<file path="src/rtl/sm_tdm_liveness_monitor.sv">
// Per-endpoint liveness tracking for the TDM receive stage: idle watchdog,
// saturating packet counters, sticky timeout flags, irq and a req/ack clear.
module sm_tdm_liveness_monitor #(
  parameter  int unsigned NUM_TDM_ENDPOINTS = 4,
  parameter  int unsigned TIMEOUT_WIDTH     = 16,
  parameter  int unsigned CNT_WIDTH         = 16,
  localparam int unsigned ENDP_WIDTH        = $clog2(NUM_TDM_ENDPOINTS)
) (
  input  logic                         clk,
  input  logic                         rst_n,
  input  logic                         rx_valid,
  input  logic [ENDP_WIDTH-1:0]        rx_src,
  input  logic [NUM_TDM_ENDPOINTS-1:0] ep_enable,
  input  logic [TIMEOUT_WIDTH-1:0]     timeout_cfg,
  input  logic                         clr_req,
  input  logic [NUM_TDM_ENDPOINTS-1:0] clr_mask,
  output logic                         clr_ack,
  input  logic [ENDP_WIDTH-1:0]        rd_sel,
  output logic [CNT_WIDTH-1:0]         rd_cnt,
  output logic [NUM_TDM_ENDPOINTS-1:0] alive,
  output logic [NUM_TDM_ENDPOINTS-1:0] timeout_flag,
  output logic                         irq
);

  localparam int unsigned N = NUM_TDM_ENDPOINTS;

  typedef enum logic [1:0] {
    ST_DISABLED,
    ST_WAIT_FIRST,
    ST_ALIVE,
    ST_TIMED_OUT
  } ep_state_e;

  ep_state_e                state_q [N];
  ep_state_e                state_d [N];
  logic [TIMEOUT_WIDTH-1:0] idle_q  [N];
  logic [TIMEOUT_WIDTH-1:0] idle_d  [N];
  logic [CNT_WIDTH-1:0]     cnt_q   [N];
  logic [CNT_WIDTH-1:0]     cnt_d   [N];
  logic [N-1:0]             flag_q, flag_d;
  logic [CNT_WIDTH-1:0]     rd_cnt_q, rd_cnt_d;
  logic                     clr_ack_q, clr_ack_d;
  logic                     irq_q;

  logic                     clr_fire_c;
  logic [N-1:0]             hit_c, inc_c, clr_c, timeout_c;

  // Register bank: endpoint FSMs, watchdogs, counters, flags and readout.
  always_ff @(posedge clk or negedge rst_n) begin
    if (!rst_n) begin
      for (int unsigned i = 0; i < N; i++) begin
        state_q[i] <= ST_DISABLED;
        idle_q[i]  <= '0;
        cnt_q[i]   <= '0;
      end
      flag_q    <= '0;
      rd_cnt_q  <= '0;
      clr_ack_q <= 1'b0;
      irq_q     <= 1'b0;
    end else begin
      for (int unsigned i = 0; i < N; i++) begin
        state_q[i] <= state_d[i];
        idle_q[i]  <= idle_d[i];
        cnt_q[i]   <= cnt_d[i];
      end
      flag_q    <= flag_d;
      rd_cnt_q  <= rd_cnt_d;
      clr_ack_q <= clr_ack_d;
      irq_q     <= |flag_q;
    end
  end

  // Next-state logic; a timeout on the clear edge overrides the flag clear.
  always_comb begin
    clr_fire_c = clr_req && !clr_ack_q;
    clr_ack_d  = clr_fire_c;
    flag_d     = flag_q;
    hit_c      = '0;
    inc_c      = '0;
    clr_c      = '0;
    timeout_c  = '0;
    for (int unsigned i = 0; i < N; i++) begin
      state_d[i] = state_q[i];
      idle_d[i]  = idle_q[i];
      cnt_d[i]   = cnt_q[i];

      hit_c[i]     = rx_valid && (rx_src == ENDP_WIDTH'(i));
      inc_c[i]     = hit_c[i] && (state_q[i] != ST_DISABLED);
      clr_c[i]     = clr_fire_c && clr_mask[i];
      timeout_c[i] = ep_enable[i] && (state_q[i] == ST_ALIVE) && !hit_c[i] &&
                     (timeout_cfg != '0) &&
                     (idle_q[i] >= (timeout_cfg - TIMEOUT_WIDTH'(1)));

      if (!ep_enable[i]) begin
        state_d[i] = ST_DISABLED;
        idle_d[i]  = '0;
      end else begin
        case (state_q[i])
          ST_DISABLED:   state_d[i] = ST_WAIT_FIRST;
          ST_WAIT_FIRST: if (hit_c[i]) state_d[i] = ST_ALIVE;
          ST_ALIVE:      if (timeout_c[i]) state_d[i] = ST_TIMED_OUT;
          ST_TIMED_OUT:  if (hit_c[i]) state_d[i] = ST_ALIVE;
          default:       state_d[i] = ST_DISABLED;
        endcase
        if (hit_c[i]) begin
          idle_d[i] = '0;
        end else if ((state_q[i] == ST_ALIVE) && (idle_q[i] != '1)) begin
          idle_d[i] = idle_q[i] + TIMEOUT_WIDTH'(1);
        end
      end

      if (clr_c[i]) begin
        cnt_d[i] = inc_c[i] ? CNT_WIDTH'(1) : '0;
      end else if (inc_c[i] && (cnt_q[i] != '1)) begin
        cnt_d[i] = cnt_q[i] + CNT_WIDTH'(1);
      end

      if (clr_c[i]) flag_d[i] = 1'b0;
      if (timeout_c[i]) flag_d[i] = 1'b1;
    end

    rd_cnt_d = '0;
    if (32'(rd_sel) < N) rd_cnt_d = cnt_d[rd_sel];
  end

  // Alive decode straight from the state registers.
  always_comb begin
    alive = '0;
    for (int unsigned i = 0; i < N; i++) alive[i] = (state_q[i] == ST_ALIVE);
  end

  assign timeout_flag = flag_q;
  assign irq          = irq_q;
  assign clr_ack      = clr_ack_q;
  assign rd_cnt       = rd_cnt_q;

endmodule

</file>
<file path="config.mk">
export PLATFORM = sky130hd
export DESIGN_NAME = sm_tdm_liveness_monitor
export DESIGN_NICKNAME = d
export VERILOG_FILES = /design/src/rtl/sm_tdm_liveness_monitor.sv
export SDC_FILE = /design/constraint.sdc
export NUM_CORES = 1
export LEC_CHECK = 0
export BUFFER_PORTS_ARGS = -buffer_cell sky130_fd_sc_hd__buf_2
export CAP_MARGIN = 5
export CORE_UTILIZATION = 45
export DETAILED_ROUTE_END_ITERATION = 16
export RECOVER_POWER = 25
export SLEW_MARGIN = 30
export SYNTH_ARGS = -nofsm -noshare
export SYNTH_HDL_FRONTEND = slang
export SYNTH_SLANG_ARGS = --single-unit
</file>
<file path="constraint.sdc">
create_clock -name clk -period 4.26 [get_ports clk]
set_clock_uncertainty 0.2 [all_clocks]
set_input_delay 0.852 -clock clk [delete_from_list [all_inputs] [get_ports clk]]
set_output_delay 0.852 -clock clk [all_outputs]
set_load 0.02 [all_outputs]
</file>
==> Word-level counts from Yosys, hierarchy flattened <==
Index checks and enable logic that the tools add are counted.
{ "totals": {"rom_bits": 0, "ramBits": 0, "latchBits": 0, "inputBits": 32, "memories": 0, "out_inout_bits": 26, "word_cells": 185, "ff_bits": 158} }
{ "op_classes": {"n_lt_le_gt_ge": 5, "shift": 0, "n_eq_ne": 35, "reduce_logical": 65, "muxes": 51, "mul": 0, "add_sub_neg": 9, "bitwise": 1, "div": 0} }
{ "op_table": {"columns": ["operator", "n"], "rows": [
  ["16-bit 2-to-1 mux", 22],
  ["16-bit by 1-bit adder with 16-bit output (second input constant)", 8],
  ["16-bit inequality test (second input constant)", 8],
  ["16-bit >= comparator", 4],
  ["1-bit logical AND", 37],
  ["16-bit binary-select mux with 2-bit select", 1],
  ["2-bit 2-to-1 mux", 12],
  ["3-bit by 2-bit inequality test with 1-bit output (second input constant)", 8],
  ["2-bit one-hot mux with 3 select lines", 4],
  ["2-bit equality test (second input constant)", 10],
  ["16-bit nonzero test", 1],
  ["2-bit nonzero test", 8],
  ["16-bit by 1-bit subtractor with 16-bit output (second input constant)", 1],
  ["1-bit 2-to-1 mux", 12],
  ["3-bit by 1-bit inequality test with 1-bit output (second input constant)", 4],
  ["2-bit by 1-bit equality test with 1-bit output (second input constant)", 5],
  ["2-bit logical NOT", 5],
  ["2-bit AND reduction", 4],
  ["2-bit OR reduction", 4],
  ["1-bit logical NOT", 5],
  ["4-bit OR reduction", 1],
  ["3-bit >= comparator (second input constant)", 1],
  ["2-bit NOT with 3-bit output", 1]
]} }

==> Longest topological paths before layout <==
{ "depth": {"word_depth": 9, "depth_mapped": 13, "depth_no_buf": 12} }

==> Least setup slack after synthesis <==
No wires, ideal clock.
{ "synth_path": {"path_kind": "input port to flip-flop", "start": "input port timeout_cfg[0]", "end": "register state_q[0] (netlist name)", "required_time_ps": 3978, "slack_ps": -39, "arrival_ps": 4018, "stages": 13, "path_buffers": 1, "setup_ps": 82, "path_cell_list": "inv_1 -> ha_1 -> or3b_2 -> clkbuf_1 -> or4_1 -> xor2_1 -> ha_1 -> and4_1 -> and3_1 -> or4b_2 -> o211ai_1 -> nand3_1 -> a31oi_1"} }
{ "synth_via": {"elab_chain_len": 5, "elab_cells_between_ends": 7, "cone_classes": "1 x add/sub; 1 x order compare; 1 x eq/ne; 4 x reduce/logical"} }
{ "synth_lines": {"columns": ["item", "line_no", "rtl"], "rows": [
  ["start, declared", "14", "input logic [TIMEOUT_WIDTH-1:0] timeout_cfg,"],
  ["16-bit by 1-bit subtractor with 16-bit output or 16-bit nonzero test (tied branches)", "92, 91", null],
  ["16-bit >= comparator or 1-bit logical AND (tied branches)", "92, 90", null],
  ["1-bit logical AND *", "91", "(timeout_cfg != '0) &&"],
  ["3-bit by 2-bit inequality test with 1-bit output (no line) *", null, null],
  ["2-bit AND reduction (no line) *", null, null],
  ["end signal, assigned by index", "62", "state_q[i] <= state_d[i];"],
  ["end, declared", "34", "ep_state_e state_q [N];"]
]} }
Every way passes the cells marked *; elsewhere a longest branch is shown, timed or not.
A chain may end at the register's enable or synchronous reset.

==> Worst setup path in the final report <==
{ "layout_path": {"start": "input port timeout_cfg[0]", "end": "register flag_q[1] (netlist: timeout_flag[1])"} }
{ "layout_via": {"elab_chain_len": 4, "elab_cells_between_ends": 7, "cone_classes": "1 x add/sub; 1 x order compare; 1 x mux; 4 x reduce/logical"} }
{ "layout_lines": {"columns": ["item", "line_no", "rtl"], "rows": [
  ["16-bit by 1-bit subtractor with 16-bit output or 16-bit nonzero test (tied branches)", "92, 91", null],
  ["16-bit >= comparator or 1-bit logical AND (tied branches)", "92, 90", null],
  ["1-bit logical AND *", "91", null],
  ["1-bit 2-to-1 mux or 2-bit nonzero test (tied branches)", null, null],
  ["end signal, assigned", "66", "flag_q <= flag_d;"],
  ["end, declared", "40", "logic [N-1:0] flag_q, flag_d;"]
]} }
Marks and branches as above.

==> flow_summary.rst <==
.. list-table::
   :header-rows: 1

   * - Metric
     - Value
   * - Library cells used by synthesis
     - 78
   * - Fraction of registers with async set or reset after synthesis
     - 100%
   * - Minimum period implied by the final worst setup slack
     - 3.84 ns
   * - I/O pin count
     - 58
   * - Gr ovfl total
     - 0
   * - Cell with the biggest individual delay on the critical path
     - or3b_2
   * - Worst Path Required
     - 4.43 ns
   * - Sequential cell area fraction in the yosys report
     - between 30% and 40%
   * - Die area
     - between 20000 and 25000 um2
   * - Final setup violation count
     - 0
   * - Maximum level of the CTS H-tree
     - 4
   * - Drt total wl
     - 26600 um
   * - Status
     - finished with violations
   * - Average wire length per cell after detail routing
     - 18.5 um
   * - Worst relative slew slack
     - -36.8%
   * - Post-CTS Setup Inserts
     - 0
   * - Post-Synth Simple-Gate Area
     - about a quarter
   * - Number of design-rule violations left by the first detailed-router iteration
     - 694
   * - Post-route ant nets
     - 0
   * - Yosys reg bits
     - 158
   * - Die Span X
     - 152 um
   * - Peak supply drop
     - 0.000237 V
   * - CP max stage delay
     - 0.46 ns
   * - Starting density of the core
     - a little under half
   * - Number of I/O port buffers
     - 57
   * - Commonest register cell after synthesis
     - dfrtp_1
   * - Maximum fanout count along the critical path
     - 4
   * - First-pass GRT wire length
     - 42700 um
   * - Unrepaired setup endpoints after global routing
     - false
   * - Power density normalized to cell area
     - 300 nW/um2
   * - Max Cap Viol
     - 1
   * - Xor/xnor cell area share of the yosys netlist
     - 9.60%
   * - Die Span Y
     - roughly 150 um
   * - Clk pin slew, worst setup/hold paths
     - 0.07 ns
   * - Yosys warnings
     - 0
   * - Core Util, Final
     - between 50% and 60%
   * - RD Place Congestion
     - 0.889
   * - Layout cells sized above 1
     - 12.4%
   * - Startpoint of the most critical register-to-register path
     - cnt_q[32]$_DFF_PN0_
   * - Category of the worst setup path launch point
     - primary input
   * - Crit Path Category
     - primary input to register
   * - Final Max Slew Viols
     - 80
   * - Mux share of post-synthesis cell area
     - 2.17%
   * - Hold-fix buffers at CTS
     - 0
   * - Count of clock tree sinks
     - around 160
   * - Library cell used as clock root buffer
     - clkbuf_16
   * - Launch point of the worst path
     - timeout_cfg[0]
   * - Row count
     - 54
   * - Leakage component of the power
     - 5.13 nW
   * - Maximum clock insertion buffer count
     - 2
   * - Period utilization
     - 90.0%
   * - Clock insertion delay at the later pin of the skew report
     - 0.44 ns
   * - Data arrival, critical path
     - 4.01 ns
   * - Hold path start
     - state_q[1]$_DFFE_PN0P_
   * - Worst-margin pin slew
     - 2.05 ns
   * - Via count of the first global-routing pass
     - approximately 7900
   * - Total routing resource utilization after global routing
     - roughly a quarter
   * - Syn_area_per_cell
     - between 9 and 10 um2
   * - Count of mapped cells out of synthesis
     - 1082
   * - TritonCTS clock tree
     - yes
   * - Adder-cell share of the synthesized area
     - 8.18%
   * - Quantity of gates resized following cts
     - 0
   * - Diodes inserted
     - 0
   * - Combinational family with the most area after synthesis
     - simple AND/OR/NAND/NOR gates
   * - Net count, final
     - 1244
   * - Total Neg Setup Slack
     - 0 ns
   * - Layout-stage area growth over the synthesis result
     - 12.5%
   * - Via/cell ratio
     - 5.84
   * - HP Class
     - register to register
   * - Highest achievable clock rate
     - 261 MHz
   * - Compound-gate portion of the synthesized area
     - 14.0%
   * - Cells along the critical path
     - buf_2 -> clkinvlp_4 -> ha_1 -> or3b_2 -> or4_1 -> xor2_1 -> buf_4 -> ha_1 -> and4_1 -> nand2_1 -> nor3b_1 -> a21oi_1 -> o311ai_1 -> a32o_1
   * - Maximum number of pins on one net before global-route repair
     - 80
   * - Via total after detailed routing
     - ~8400
   * - Post-synth EDFFs
     - 0
   * - Summed instance area of the synthesized netlist
     - 10100 um2
   * - Violated checks
     - capacitance limit, slew limit
   * - Detailed-placement wirelength estimate
     - between 20000 and 25000 um
   * - Element type at the critical path end
     - register
   * - Number of CTS-inserted buffers
     - 17
   * - Initial antenna violation count
     - 0
   * - Number of iterations in the first detailed-routing pass
     - 6
   * - Number of DRC violations after detailed routing
     - 0
   * - Number of nets in the synthesized netlist
     - between 1000 and 1500
   * - Most frequent cell on the critical path
     - ha_1
   * - Final-report hold violation count
     - 0
   * - Core Box Area
     - approximately 22000 um2
cell usage after synthesis (20+ instances only):
library cell  count  area [um2]
dfrtp_1         158        3950
nor2_1          129         484
nand2_1          77         289
ha_1             66         826
xor2_1           64         561
nand3_1          55         275
xnor2_1          44         385
nand4_1          40         250
a21oi_1          36         180
clkbuf_1         30         113
o21ai_0          27         135
and3_1           24         150
inv_1            24        90.1
nor3_1           22         110
and2_1           20         125
and4_1           20         175
metrics by stage:
stage                     hold WS, ns  worst slack, ns  std cells  area (um2)  power (mW)
after detailed placement        0.345          0.00387       1407       10800        1.90
final                           0.358            0.425       1439       11400        3.41
after global routing            0.388            0.222       1439       11400        3.55
after CTS                       0.279            0.449       1439       11400        3.45
after global placement          0.333           0.0704       1407       10800        1.90
after floorplan                 0.285           0.0463       1082       10100        1.75
state kept, by name (all words and copies together), names as in the netlist:
signal / flops
state_q: 8
timeout_flag: 4
rd_cnt: 16
cnt_q: 64
idle_q: 64
clr_ack: 1
irq: 1
cell type report:
type | count | area [um2]
inverter | 25 | 97.6
clock buffer | 17 | 425
multi-input combinational | 863 | 5900
fill | 2038 | 10500
tap | 280 | 350
timing repair buffer | 81 | 462
sequential | 158 | 3950
clock inverter | 15 | 161
worst max-delay path, delay by kind of cell:
family	cells	cell delay (ns)
buffers and inverters	3	0.36
AOI/OAI and AO/OA	3	0.76
adders and majority gates	2	0.43
and+or+nand+nor	5	1.43
xor gates and xnor gates	1	0.18
final timing paths:
check                                         endpoint  slack (ns)  cells past startpoint
min                             state_q[1]$_DFFE_PN0P_        0.36                      2
max                        timeout_flag[1]$_DFFE_PN0P_        0.42                     14
min reg2reg                     state_q[1]$_DFFE_PN0P_        0.36                      2
max reg2reg                        rd_cnt[0]$_DFF_PN0_        1.27                      7
min in group asynchronous         rd_cnt[11]$_DFF_PN0_        0.77                      1
max in group asynchronous          cnt_q[57]$_DFF_PN0_        1.14                      2
placed cells by master, fill, tap and decap left out, types with 11 or more instances in the layout:
master     count
ha_1          66
nor3_1        22
and2_1        20
buf_4         23
nor2b_1       12
nand3_1       55
nand2_1       77
o21ai_0       27
nor4_1        15
nand4_1       40
inv_1         23
nor2_1       129
xnor2_1       44
dfrtp_1      158
a31oi_1       16
a21oi_1       36
clkbuf_16     17
buf_2         55
and4_1        20
nand2b_1      11
and3_1        24
a21o_1        19
xor2_1        64
mux2i_1       14
a211oi_1      12
or3_1         13
per-layer routing:
metal | vias up | GRT usage, % | part of all wire, %
met5 | - | 0 | 0
met2 | 204 | 40.3 | 48
met1 | 4052 | 33.3 | 47
met3 | 26 | 3.23 | 3.7
met4 | 0 | 7.52 | 1.7
li1 | 4124 | - | -
report_power, final:
group,switching (mW),internal [mW]
Sequential,0.0222,1.53
Clock,0.751,0.790
Combinational,0.214,0.109
cell families after synthesis:
kind of cell / after synthesis
muxes: 18
AOI/OAI and AO/OA: 196
adders and majority gates: 66
DFF: 158
xor gates and xnor gates: 109
and+or+nand+nor: 474
buffers and inverters: 61
Power figures use the tool's default switching activity.
